[src/rtl/sample_scheduler.sv]
// Sample-rate scheduler: tick divider, DEPTH-entry sample ring, watermark-gated generator enable.
// Optional build macro SCHED_UNDERRUN_HOLD_EN: silence repeats the last output sample instead of 0.
module sample_scheduler #(
  parameter int WIDTH   = 24,
  parameter int DEPTH   = 128,
  parameter int CLK_DIV = 521,
  parameter int HI_WM   = 96,
  parameter int LO_WM   = 32
) (
  input  logic                     clk,
  input  logic                     n_rst,
  input  logic [WIDTH-1:0]         i_sample,
  input  logic                     i_sample_vld,
  input  logic                     i_flush,
  output logic                     o_gen_en,
  output logic                     o_tick,
  output logic [WIDTH-1:0]         o_dac_sample,
  output logic [31:0]              aso_ss0_data,
  output logic                     aso_ss0_valid,
  input  logic                     aso_ss0_ready,
  output logic [$clog2(DEPTH):0]   o_level,
  output logic [15:0]              o_underrun_cnt,
  output logic [15:0]              o_overflow_cnt
);

  localparam int PTR_W = $clog2(DEPTH);
  localparam int LVL_W = PTR_W + 1;
  localparam int DIV_W = (CLK_DIV > 1) ? $clog2(CLK_DIV) : 1;

  localparam logic [1:0] ST_PRIME = 2'd0;
  localparam logic [1:0] ST_RUN   = 2'd1;
  localparam logic [1:0] ST_FLUSH = 2'd2;

  logic [DIV_W-1:0] r_div;
  logic [1:0]       r_state;
  logic [PTR_W-1:0] r_wr_ptr;
  logic [PTR_W-1:0] r_rd_ptr;
  logic [LVL_W-1:0] r_level;
  logic             r_gen_en;
  logic [WIDTH-1:0] r_dac;
  logic             r_valid;
  logic [15:0]      r_underrun_cnt;
  logic [15:0]      r_overflow_cnt;
  logic [WIDTH-1:0] r_mem [DEPTH];

  logic             w_tick;
  logic             w_active_tick;
  logic             w_empty;
  logic             w_full;
  logic             w_rd;
  logic             w_underrun;
  logic             w_wr_req;
  logic             w_wr;
  logic             w_drop;
  logic             w_at_hi;
  logic             w_at_lo;
  logic [WIDTH-1:0] w_silence;
  logic [1:0]       w_state_next;
  logic             w_gen_en_next;

  assign w_tick        = (r_div == DIV_W'(CLK_DIV - 1));
  // A flush request or the flush cycle itself swallows the tick.
  assign w_active_tick = w_tick && !i_flush && (r_state != ST_FLUSH);
  assign w_empty       = (r_level == '0);
  assign w_full        = (r_level == LVL_W'(DEPTH));
  assign w_rd          = w_active_tick && (r_state == ST_RUN) && !w_empty;
  assign w_underrun    = w_active_tick && (r_state == ST_RUN) && w_empty;
  assign w_wr_req      = i_sample_vld && !i_flush && (r_state != ST_FLUSH);
  assign w_wr          = w_wr_req && (!w_full || w_rd);
  assign w_drop        = w_wr_req && w_full && !w_rd;
  assign w_at_hi       = (r_level >= LVL_W'(HI_WM));
  assign w_at_lo       = (r_level <= LVL_W'(LO_WM));

`ifdef SCHED_UNDERRUN_HOLD_EN
  assign w_silence = r_dac;
`else
  assign w_silence = '0;
`endif

  always_comb begin
    w_state_next  = r_state;
    w_gen_en_next = r_gen_en;
    if (i_flush) begin
      w_state_next  = ST_FLUSH;
      w_gen_en_next = 1'b0;
    end else begin
      case (r_state)
        ST_PRIME: begin
          if (w_at_hi) begin
            w_state_next  = ST_RUN;
            w_gen_en_next = 1'b0;
          end else begin
            w_gen_en_next = 1'b1;
          end
        end
        ST_RUN: begin
          if (w_underrun) begin
            w_state_next  = ST_PRIME;
            w_gen_en_next = 1'b1;
          end else if (w_at_hi) begin
            w_gen_en_next = 1'b0;
          end else if (w_at_lo) begin
            w_gen_en_next = 1'b1;
          end
        end
        ST_FLUSH: begin
          w_state_next  = ST_PRIME;
          w_gen_en_next = 1'b1;
        end
        default: begin
          w_state_next  = ST_PRIME;
          w_gen_en_next = 1'b0;
        end
      endcase
    end
  end

  // Ring storage carries no reset so it maps onto block RAM.
  always_ff @(posedge clk) begin
    if (w_wr) r_mem[r_wr_ptr] <= i_sample;
  end

  always_ff @(posedge clk or negedge n_rst) begin
    if (!n_rst) begin
      r_div          <= '0;
      r_state        <= ST_PRIME;
      r_wr_ptr       <= '0;
      r_rd_ptr       <= '0;
      r_level        <= '0;
      r_gen_en       <= 1'b0;
      r_dac          <= '0;
      r_valid        <= 1'b0;
      r_underrun_cnt <= '0;
      r_overflow_cnt <= '0;
    end else begin
      r_div    <= w_tick ? '0 : r_div + DIV_W'(1);
      r_state  <= w_state_next;
      r_gen_en <= w_gen_en_next;

      if (i_flush) begin
        r_wr_ptr <= '0;
        r_rd_ptr <= '0;
        r_level  <= '0;
      end else begin
        if (w_wr) r_wr_ptr <= r_wr_ptr + PTR_W'(1);
        if (w_rd) r_rd_ptr <= r_rd_ptr + PTR_W'(1);
        if (w_wr && !w_rd)      r_level <= r_level + LVL_W'(1);
        else if (w_rd && !w_wr) r_level <= r_level - LVL_W'(1);
      end

      if (w_rd)               r_dac <= r_mem[r_rd_ptr];
      else if (w_active_tick) r_dac <= w_silence;

      // A tick update wins over a handshake in the same cycle so new data is never lost.
      if (w_active_tick)               r_valid <= 1'b1;
      else if (r_valid && aso_ss0_ready) r_valid <= 1'b0;

      if (w_underrun && (r_underrun_cnt != 16'hFFFF)) r_underrun_cnt <= r_underrun_cnt + 16'd1;
      if (w_drop && (r_overflow_cnt != 16'hFFFF))     r_overflow_cnt <= r_overflow_cnt + 16'd1;
    end
  end

  assign o_tick         = w_tick;
  assign o_gen_en       = r_gen_en;
  assign o_dac_sample   = r_dac;
  assign aso_ss0_data   = 32'($signed(r_dac));
  assign aso_ss0_valid  = r_valid;
  assign o_level        = r_level;
  assign o_underrun_cnt = r_underrun_cnt;
  assign o_overflow_cnt = r_overflow_cnt;

endmodule

[config.mk]
export PLATFORM = sky130hd
export DESIGN_NAME = sample_scheduler
export DESIGN_NICKNAME = d
export VERILOG_FILES = /design/src/rtl/sample_scheduler.sv
export SDC_FILE = /design/constraint.sdc
export NUM_CORES = 2
export LEC_CHECK = 0
export BUFFER_PORTS_ARGS = -buffer_cell sky130_fd_sc_hd__buf_2
export CORE_MARGIN = 3
export CORE_UTILIZATION = 56
export CTS_CLUSTER_DIAMETER = 100
export CTS_CLUSTER_SIZE = 14
export DETAILED_ROUTE_END_ITERATION = 7
export GPL_ROUTABILITY_DRIVEN = 0
export GPL_TIMING_DRIVEN = 0
export HOLD_SLACK_MARGIN = 0.12
export MAX_ROUTING_LAYER = met4
export PLACE_DENSITY = 0.72
export RECOVER_POWER = 50
export REMOVE_ABC_BUFFERS = 1
export SLEW_MARGIN = 5
export SYNTH_ARGS = -nofsm -noshare
export SYNTH_HDL_FRONTEND = slang
export SYNTH_SLANG_ARGS = --single-unit
[constraint.sdc]
create_clock -name clk -period 4.6 [get_ports clk]
set_clock_uncertainty 0.15 [all_clocks]
set_input_delay 0.23 -clock clk [delete_from_list [all_inputs] [get_ports clk]]
set_output_delay 0.23 -clock clk [all_outputs]
set_load 0.02 [all_outputs]
==> results.py <==
metrics = {
    "setup_path": {
        "worstPathMaxFanout": 16,
        "crit_start": "r_div[5]$_DFF_PN0_",
        "end_kind": "flop",
        "r2r-start": "r_div[5]$_DFF_PN0_",
        "worstSetupPathType": "reg2reg",
        "cp.required_ns": 5.06,
        "crit_path_start_kind": "flop",
        "worst_ep_arrival_time_ns": 5.31,
    },
    "layout": {
        "regArea_mm2": 0.0946,
        "fin_nets": 6136,
        "final_util_pct": 63.8,
        "fill_cells": 13711,
        "area_delta_synth_final_pct": 13.0,
        "multi_input_area_mm2": 0.0270,
        "drive_gt1_share_pct": 24.5,
    },
    "grt": {
        "grt_max_degree": 97,
        "grt_first_pass_wirelength_mm": 477,
        "antenna_found_initial": 13,
        "gr-total-overflow": 0,
        "track_usage_pct": 31.2,
        "first_global_vias": 62174,
    },
    "cts": {
        "cts_tree": "built",
        "insertion_delay_ns": 0.95,
        "cts_made_buffers": 276,
        "clk_pin_slew_ns": 0.06,
        "cts_buffer_depth": 4,
        "htree_levels": 5,
        "cts_root_buf": "clkbuf_16",
        "clock-sinks": 3164,
    },
    "route": {
        "dr.pass1.iters": 6,
        "post_drt_wl_per_cell_um": 37.7,
        "drt-total-wl_mm": 341,
        "via_count": 63708,
        "vias_per_cell": 7.04,
        "final_antenna_net_count": 0,
        "drc": 0,
        "drtIter0Drc": 10416,
    },
    "power_and_ir_drop": {
        "leakage_nw": 42.1,
        "pwr_density_cell_mw_per_mm2": 384,
        "power_mw": 53.3,
        "ir_drop_v": 0.000354,
    },
    "status": {
        "violations": "max-capacitance violations, max-slew violations, negative setup slack",
        "status": "complete, but fails checks",
    },
    "place": {
        "io_buffers": 127,
        "preCtsSetupSlack_ns": -1.44,
        "dpl.hpwl_mm": 207,
    },
    "yosys": {
        "synth_commonest_cells": "edfxtp_1, mux4_2, mux2i_1",
        "synth_cell_type_count": 88,
        "synth_edf_count": 3072,
        "yosys_warnings": 0,
        "syn_area_mm2": 0.123,
        "synth_cells": 5770,
        "yosysTopAreaCell": "edfxtp_1",
        "synth_seq_cells": 3164,
        "synth.most_common_cell": "edfxtp_1",
        "async_reset_ff_share_pct": 2.91,
        "seq_area_frac_synth_pct": 77.0,
        "synth_top_area_share_pct": 75.1,
        "syn_avg_cell_area_um2": 21.3,
        "synthTopCellsByArea": "edfxtp_1, mux4_2, mux2i_1",
        "ys.flop_type": "edfxtp_1",
    },
    "timing": {
        "finalWorstSetupSlack_ns": -0.250,
        "max_slew_margin_pct": -146,
        "drv_slew": 2860,
        "finalCritPeriodShare_pct": 105,
        "fin_crit_ns": 4.85,
        "clock.fmax_ghz": 0.206,
        "hold_viol": 0,
        "setup_viol_count_final": 722,
        "rsz0062_at_grt": "true",
        "tightest_slew_ns": 3.68,
    },
    "floorplanning": {
        "rows": 171,
        "core_mm2": 0.218,
        "start_util_pct": 56.5,
        "die_h_um": 474,
        "ios": 128,
        "die_x_um": 474,
        "die-area_mm2": 0.225,
    },
    "hold_path": {
        "hold_start": "i_flush",
        "hold_class": "in2reg",
    },
    "flow_run": {
        "maxCapViolCount": 44,
    },
}
==> cell usage in the layout, fill, tap and decap left out, types with 42 or more instances in the layout <==
cell       Yosys  final
a21oi_1       66     65
nor2_4         0    131
buf_2         83    103
mux4_2       651    651
nand2_1      139    131
a22oi_1      121    121
buf_16         0    109
clkbuf_16      0    289
o21ai_0       56     56
nor3_1        43     42
nand3_1       84     83
mux2i_1      310    310
edfxtp_1    3072   3072
dfrtp_1       92     86
buf_12         9     75
nor2_1       220     86
a221oi_1      77     76
o22ai_1       55     55
clkbuf_1     123    108
==> per-stage QoR <==
step / std cells / area (µm²) / hold slack, ns / TNS, ns
2_1_floorplan: 5414 / 120000 / -0.216 / -928.13
3_3_place_gp: 8395 / 125000 / 0.278 / -6925.27
3_5_place_dp: 8611 / 131000 / 0.0589 / -73.06
4_1_cts: 9024 / 139000 / 0.141 / -17.74
5_1_grt: 9047 / 139000 / 0.253 / -93.30
6_report: 9052 / 139000 / 0.278 / -66.67
==> per-layer routing <==
metal	vias up	GRT usage [%]	part of all wire, %
met2	4793	45.3	46
met1	33277	42.0	35
met3	930	8.46	13
li1	24708	-	-
met5	-	-	0
met4	0	14.0	5.9
==> sequential cells by signal, summed over array words and instances (netlist names) <==
name	count
o_overflow_cnt	16
r_rd_ptr	7
r_div	10
r_mem	3072
r_wr_ptr	7
r_state	2
o_level	8
o_underrun_cnt	16
aso_ss0_valid	1
o_dac_sample	24
o_gen_en	1
==> cells by family after synthesis <==
kind of cell	synth area share, %
flops	77.0
mux	14.9
simple gates	2.39
compound gates	3.26
buf+inv	2.02
xor+xnor	0.364
fa+ha+maj	0.138
==> power breakdown <==
group | switching [mW] | total, mW | internal (mW)
combinational | 0.648 | 0.755 | 0.106
clock | 9.69 | 20.9 | 11.2
sequential | 0.0256 | 31.7 | 31.7
total | 10.4 | 53.3 | 43.0
==> worst max-delay path: stages, from the launching register on <==
cell and delay [ns]:
dfrtp_1 0.45, nor4_4 0.35, nand4_4 0.28, o21ai_1 0.60
nor3b_2 0.54, nand2_2 0.92, nor2_4 0.92, buf_16 0.23
==> path summary, 6_finish.rpt <==
kind	to	slack (ns)	cells past startpoint
setup / recovery	r_mem[2][20]$_DFFE_PP_	-0.25	7
hold / removal	r_state[1]$_DFFE_PN0P_	0.28	2
setup reg to reg	r_mem[2][20]$_DFFE_PP_	-0.25	7
hold reg to reg	o_overflow_cnt[10]$_DFFE_PN0P_	0.34	1
max in group asynchronous	o_dac_sample[10]$_DFFE_PN0P_	1.24	4
min in group asynchronous	o_dac_sample[13]$_DFFE_PN0P_	1.37	4
==> repair_timing <==
item / in CTS / in global routing
setup endpoints to repair: 312 / 669
gates resized for setup: 9 / 3
cloned: 6 / 7
buffers inserted: 3 / 9
pin swaps: 1 / 6
hold buffers: 34 / 0
hold endpoints to repair: 3196 / 0
==> area by class of cell <==
type / instances / area share, %
Sequential cell: 3164 / 68.1
Multi-Input combinational cell: 2235 / 19.4
Clock buffer: 366 / 5.36
Timing Repair Buffer: 399 / 4.37
Tap cell: 2854 / 2.57
Inverter: 18 / 0.0595
Clock inverter: 4 / 0.0270
Antenna cell: 12 / 0.0216
No activity file was read; power rests on OpenSTA's default activity.
